==> src/rtl/data_offload_sync_ctrl.sv <==
`default_nettype none
// ============================================================================
//  Module   : data_offload_sync_ctrl
//  Purpose  : Per-channel playback sequencer for the data offload read path.
//             Each of NUM_CH channels arms when its storage buffer is filled,
//             waits for its selected trigger (none / hardware / software /
//             hardware-or-software) and then replays the buffer as a stream
//             of read beats. Replay can be oneshot or cyclic. Each channel
//             counts the syncs that arrive while it is already playing.
//  Ports    : clk, resetn              - clock, async active-low reset
//             sync_ext                 - shared asynchronous hardware sync
//             sync_sw[NUM_CH]          - per-channel software sync pulse
//             ctrl_enable/oneshot      - per-channel enable and replay mode
//             ctrl_sync_mode[2*NUM_CH] - per-channel trigger select
//             ctrl_length              - per-channel beats minus one
//             wr_done[NUM_CH]          - storage filled pulse
//             rd_valid/ready/addr/last - per-channel read beat handshake
//             status_state/miss        - FSM state and missed-sync counter
//  Revision : 1.0 - initial release
// ============================================================================
module data_offload_sync_ctrl #(
    parameter int NUM_CH      = 4,
    parameter int LEN_WIDTH   = 16,
    parameter int SYNC_STAGES = 2,
    parameter int MISS_WIDTH  = 8
) (
    input  logic                          clk,
    input  logic                          resetn,
    input  logic                          sync_ext,
    input  logic [NUM_CH-1:0]             sync_sw,
    input  logic [NUM_CH-1:0]             ctrl_enable,
    input  logic [NUM_CH-1:0]             ctrl_oneshot,
    input  logic [2*NUM_CH-1:0]           ctrl_sync_mode,
    input  logic [NUM_CH*LEN_WIDTH-1:0]   ctrl_length,
    input  logic [NUM_CH-1:0]             wr_done,
    output logic [NUM_CH-1:0]             rd_valid,
    input  logic [NUM_CH-1:0]             rd_ready,
    output logic [NUM_CH*LEN_WIDTH-1:0]   rd_addr,
    output logic [NUM_CH-1:0]             rd_last,
    output logic [2*NUM_CH-1:0]           status_state,
    output logic [NUM_CH*MISS_WIDTH-1:0]  status_miss
);

    typedef enum logic [1:0] {
        ST_IDLE  = 2'd0,
        ST_ARMED = 2'd1,
        ST_PLAY  = 2'd2,
        ST_DONE  = 2'd3
    } state_t;

    localparam logic [1:0]            C_MODE_NONE = 2'd0;
    localparam logic [1:0]            C_MODE_HW   = 2'd1;
    localparam logic [1:0]            C_MODE_SW   = 2'd2;
    localparam logic [LEN_WIDTH-1:0]  C_ADDR_ONE  = LEN_WIDTH'(1);
    localparam logic [MISS_WIDTH-1:0] C_MISS_ONE  = MISS_WIDTH'(1);
    localparam logic [MISS_WIDTH-1:0] C_MISS_MAX  = '1;

    // ------------------------------------------------------------------------
    // Shared hardware sync: metastability chain followed by a registered
    // rising-edge detector, so a held level yields a single one-cycle event.
    // ------------------------------------------------------------------------
    logic [SYNC_STAGES-1:0] r_sync;
    logic                   r_sync_prev;
    logic                   r_hw_evt;

    always_ff @(posedge clk or negedge resetn) begin
        if (!resetn) begin
            r_sync      <= '0;
            r_sync_prev <= 1'b0;
            r_hw_evt    <= 1'b0;
        end else begin
            r_sync      <= {r_sync[SYNC_STAGES-2:0], sync_ext};
            r_sync_prev <= r_sync[SYNC_STAGES-1];
            r_hw_evt    <= r_sync[SYNC_STAGES-1] & ~r_sync_prev;
        end
    end

    // ------------------------------------------------------------------------
    // Independent channel sequencers
    // ------------------------------------------------------------------------
    for (genvar i = 0; i < NUM_CH; i++) begin : g_ch
        state_t                r_state;
        state_t                w_state_nxt;
        logic [LEN_WIDTH-1:0]  r_addr;
        logic [LEN_WIDTH-1:0]  w_addr_nxt;
        logic [LEN_WIDTH-1:0]  r_len;
        logic [LEN_WIDTH-1:0]  w_len_nxt;
        logic [MISS_WIDTH-1:0] r_miss;
        logic [MISS_WIDTH-1:0] w_miss_nxt;
        logic [1:0]            w_mode;
        logic [LEN_WIDTH-1:0]  w_len_in;
        logic                  w_evt;
        logic                  w_last;
        logic                  w_accept;

        assign w_mode   = ctrl_sync_mode[2*i +: 2];
        assign w_len_in = ctrl_length[i*LEN_WIDTH +: LEN_WIDTH];
        assign w_last   = (r_addr == r_len);
        assign w_accept = (r_state == ST_PLAY) && rd_ready[i];

        // Mode 3 ORs both sources, so coincident syncs form one event.
        always_comb begin
            w_evt = 1'b0;
            case (w_mode)
                C_MODE_NONE: w_evt = 1'b0;
                C_MODE_HW:   w_evt = r_hw_evt;
                C_MODE_SW:   w_evt = sync_sw[i];
                default:     w_evt = r_hw_evt | sync_sw[i];
            endcase
        end

        always_ff @(posedge clk or negedge resetn) begin
            if (!resetn) begin
                r_state <= ST_IDLE;
                r_addr  <= '0;
                r_len   <= '0;
                r_miss  <= '0;
            end else begin
                r_state <= w_state_nxt;
                r_addr  <= w_addr_nxt;
                r_len   <= w_len_nxt;
                r_miss  <= w_miss_nxt;
            end
        end

        always_comb begin
            w_state_nxt = r_state;
            w_addr_nxt  = r_addr;
            w_len_nxt   = r_len;
            w_miss_nxt  = r_miss;

            if (!ctrl_enable[i]) begin
                // Disable wins from any state, including mid-burst.
                w_state_nxt = ST_IDLE;
                w_addr_nxt  = '0;
                w_miss_nxt  = '0;
            end else begin
                case (r_state)
                    ST_IDLE: begin
                        if (wr_done[i]) begin
                            w_state_nxt = ST_ARMED;
                        end
                    end
                    ST_ARMED: begin
                        if ((w_mode == C_MODE_NONE) || w_evt) begin
                            w_state_nxt = ST_PLAY;
                            w_addr_nxt  = '0;
                            // Length is frozen for the whole replay.
                            w_len_nxt   = w_len_in;
                        end
                    end
                    ST_PLAY: begin
                        if (w_evt && (r_miss != C_MISS_MAX)) begin
                            w_miss_nxt = r_miss + C_MISS_ONE;
                        end
                        if (w_accept) begin
                            if (w_last) begin
                                w_addr_nxt = '0;
                                if (ctrl_oneshot[i]) begin
                                    w_state_nxt = ST_DONE;
                                end else if (w_mode != C_MODE_NONE) begin
                                    w_state_nxt = ST_ARMED;
                                end
                                // Free-running cyclic replay wraps in place.
                            end else begin
                                w_addr_nxt = r_addr + C_ADDR_ONE;
                            end
                        end
                    end
                    default: begin
                        if (wr_done[i]) begin
                            w_state_nxt = ST_ARMED;
                        end
                    end
                endcase
            end
        end

        assign rd_valid[i]                            = (r_state == ST_PLAY);
        assign rd_last[i]                             = (r_state == ST_PLAY) && w_last;
        assign rd_addr[i*LEN_WIDTH +: LEN_WIDTH]      = r_addr;
        assign status_state[2*i +: 2]                 = r_state;
        assign status_miss[i*MISS_WIDTH +: MISS_WIDTH] = r_miss;
    end

endmodule
`default_nettype wire

==> config.mk <==
export PLATFORM = sky130hd
export DESIGN_NAME = data_offload_sync_ctrl
export DESIGN_NICKNAME = d
export VERILOG_FILES = /design/src/rtl/data_offload_sync_ctrl.sv
export SDC_FILE = /design/constraint.sdc
export NUM_CORES = 1
export LEC_CHECK = 0
export CORE_ASPECT_RATIO = 1.5
export CORE_UTILIZATION = 40
export CTS_BUF_LIST = sky130_fd_sc_hd__clkbuf_8 sky130_fd_sc_hd__clkbuf_16
export CTS_CLUSTER_DIAMETER = 150
export CTS_CLUSTER_SIZE = 16
export DETAILED_ROUTE_END_ITERATION = 8
export HOLD_SLACK_MARGIN = 0.12
export PLACE_DENSITY = 0.66
export SLEW_MARGIN = 0
export SYNTH_ARGS = -nofsm -noshare
export SYNTH_HDL_FRONTEND = slang
export SYNTH_SLANG_ARGS = --single-unit
==> constraint.sdc <==
create_clock -name clk -period 2.3 [get_ports clk]
set_input_delay 0.46 -clock clk [delete_from_list [all_inputs] [get_ports clk]]
set_output_delay 0.46 -clock clk [all_outputs]
set_load 0.005 [all_outputs]
==> flow_metrics.env <==
export IMPL_synthesis_instances=894
export IMPL_avgRoutedWirePerCell_um=16.6
export IMPL_clock_sinks=172
export IMPL_reg2regPathDepth=9
export IMPL_ys_ff_latch=172
export IMPL_portBuffers=206
export IMPL_whs_endpoint="r_sync[1]"
export IMPL_maxCapViolations=0
export IMPL_drive_gt1_share_pct=21.1
export IMPL_criticalPathCategory="flip-flop to output pin"
export IMPL_critPathLaunchType="flip-flop"
export IMPL_core_um2=22900
export IMPL_syn_area_um2=9310
export IMPL_clkLatencyLatePin_ps=440
export IMPL_cts_max_level=4
export IMPL_maxSlewHeadroom_pct=57.8
export IMPL_finish_utilization_pct=57.5
export IMPL_reg2reg_setup_slack_ps=240
export IMPL_routed_wl_um=25000
export IMPL_setup_ws_ps=-58.7
export IMPL_crit_fanout=2
export IMPL_grt_total_usage_pct=21.7
export IMPL_yosysUniqueCellTypes=62
export IMPL_dp_hpwl_um=18800
export IMPL_drv_slew=0
export IMPL_final_setup_viol_count=3
export IMPL_timing_final_crit_period_ps=2360
export IMPL_final_cell_mix="clkdlybuf4s50_1, dfrtp_1, buf_4, xor2_1, mux2_2"
export IMPL_reg2reg_to="g_ch[3].r_addr[10]"
export IMPL_antenna_found_initial=0
export IMPL_p_total_w=0.00911
export IMPL_grt_pass1_wl_um=41000
export IMPL_fin_hold_ws_ps=363
export IMPL_final_nets=1320
export IMPL_cts_root_buf="clkbuf_16"
export IMPL_status="complete, but fails checks"
export IMPL_drtIter0Drc=445
export IMPL_dieArea_um2=23900
export IMPL_cts_buffer_depth=2
export IMPL_syn2layout_area_growth_pct=41.2
export IMPL_setup_tns_ps=-98.5
export IMPL_seq_area_frac_synth_pct=46.2
export IMPL_ios=207
export IMPL_fin_skew_ps=12.1
export IMPL_cts_buffers=17
export IMPL_start_util_pct=40.7
export IMPL_synth_warnings=0
export IMPL_firstDrtPassIters=5
export IMPL_via_per_inst=5.36
export IMPL_vdd_ir_drop_max_uv=561
export IMPL_required_ps=1840
export IMPL_die_width_um=127
export IMPL_rsz0062_at_grt="true"
export IMPL_dp_cells=1457
export IMPL_cts_tree="yes"
export IMPL_layout_worst_path_cycle_share_pct=103
export IMPL_tightest_slew_ps=627
export IMPL_path_clk_slew_ps=70
export IMPL_hold_path_class="flip-flop to flip-flop"
export IMPL_final_hold_viol_count=0
export IMPL_synth_fp_nets=1005
export IMPL_drc=0
export IMPL_grt_pass1_vias=8238
export IMPL_insertedDiodeCount=0
export IMPL_synth_flop_cell="dfrtp_1"
export IMPL_r2r_start="g_ch[3].r_len[1]"
export IMPL_critPathCaptureType="output pin"
export IMPL_final_common_cell="clkdlybuf4s50_1"
export IMPL_fmax_ghz=0.424
export IMPL_fillerInstances=1988
export IMPL_gr_total_overflow=0
export IMPL_grt_max_degree=72
export IMPL_p_per_area_nw_per_um2=693
export IMPL_synthArstFlopShare_pct=100
export IMPL_synth_edf_count=0
export IMPL_vias=8052
export IMPL_gp_congestion=0.848
export IMPL_failed_checks="negative setup slack"
export IMPL_cp_arrival_ps=1900
export IMPL_finalNonFillerCells=1502
export IMPL_dieHeight_um=189
export IMPL_holdPathStages=0
export IMPL_syn_area_per_cell_um2=10.4
export IMPL_rows=68
export IMPL_min_delay_start="r_sync[0]"
export IMPL_leakagePower_nw=5.66
export IMPL_antenna_left=0
[cell type report]
type / instances / area [um2] / area share [%]
clock buffers: 18 / 439 / 3.34
repair buffers: 336 / 3100 / 23.5
inverters: 32 / 120 / 0.913
flip-flops and latches: 172 / 4310 / 32.7
clock inverters: 14 / 82.6 / 0.628
well taps: 280 / 350 / 2.66
multi-input cells: 650 / 4760 / 36.2
[worst max-delay path: stages (launching register included)]
cell     delay [ps]
dfrtp_1         390
xor2_1          170
nor4_2          320
buf_4           170
nand4_1         130
nor2_1          160
buf_2           130
[cells by family (layout without fill, tap and decap cells)]
logic type / Yosys count / after routing / share of synthesized area, %
buffers and inverters: 72 / 400 / 3.41
muxes: 76 / 76 / 9.04
DFF: 172 / 172 / 46.2
and+or+nand+nor: 297 / 297 / 17.3
AOI/OAI and AO/OA: 157 / 157 / 12.1
adders and majority gates: 16 / 16 / 2.15
xor gates and xnor gates: 104 / 104 / 9.78
[where the power goes]
part | internal [W] | total, W | switching (W)
clock | 0.00139 | 0.00261 | 0.00122
sequential | 0.00363 | 0.00409 | 0.000453
combinational | 0.00136 | 0.00242 | 0.00106
total | 0.00638 | 0.00911 | 0.00273
[synth_stat cells (20+ instances only)]
cell type | number | share of area, %
dfrtp_1 | 172 | 46
xor2_1 | 77 | 7.2
mux2_2 | 65 | 7.9
nand2_1 | 63 | 2.5
nand4_1 | 43 | 2.9
nand3_1 | 40 | 2.1
nor2_1 | 33 | 1.3
and2_1 | 32 | 2.1
inv_1 | 32 | 1.3
xnor2_1 | 27 | 2.5
a21oi_1 | 22 | 1.2
buf_2 | 20 | 1.1
[metal layers]
| metal | vias to the layer above | global-route usage, % | part of all wire (%) |
|---|---|---|---|
| met5 | - | 0 | 0 |
| met4 | 0 | 8.57 | 2.0 |
| met3 | 35 | 4.80 | 5.1 |
| met2 | 238 | 38.5 | 52 |
| met1 | 3878 | 25.3 | 41 |
| li1 | 3901 | - | - |
[per-stage QoR]
stage,cell area (um2),worst slack (ps)
3_3_place_gp,12500,-150
3_5_place_dp,12500,-225
6_report,13200,-58.7
2_1_floorplan,9310,301
4_1_cts,13100,-115
5_1_grt,13200,-146
[how the worst max path moves through the flow]
stage                             from                 end  cells after the start
global route          g_ch[2].r_len[6]          rd_last[2]                      6
finish               g_ch[1].r_addr[8]          rd_last[1]                      6
detailed placement   ctrl_sync_mode[3]  g_ch[1].r_addr[10]                      6
floorplan            g_ch[3].r_addr[2]          rd_last[3]                      7
CTS                 g_ch[1].r_addr[13]          rd_last[1]                      6
global placement     ctrl_sync_mode[3]  g_ch[1].r_addr[14]                      6
[state kept, by name, indices dropped and copies added, names as in the netlist]
name,flops
g_ch.r_addr,64
g_ch.r_len,64
g_ch.r_miss,32
g_ch.r_state,8
r_hw_evt,1
r_sync,2
r_sync_prev,1
[repair_timing]
action,4_1_cts,5_1_grt
resized for setup,22,7
buffers inserted,5,7
setup endpoints to repair,15,9
hold endpoints to repair,33,0
pin swaps,17,12
hold buffers,1,0
Power figures use the tool's default switching activity.
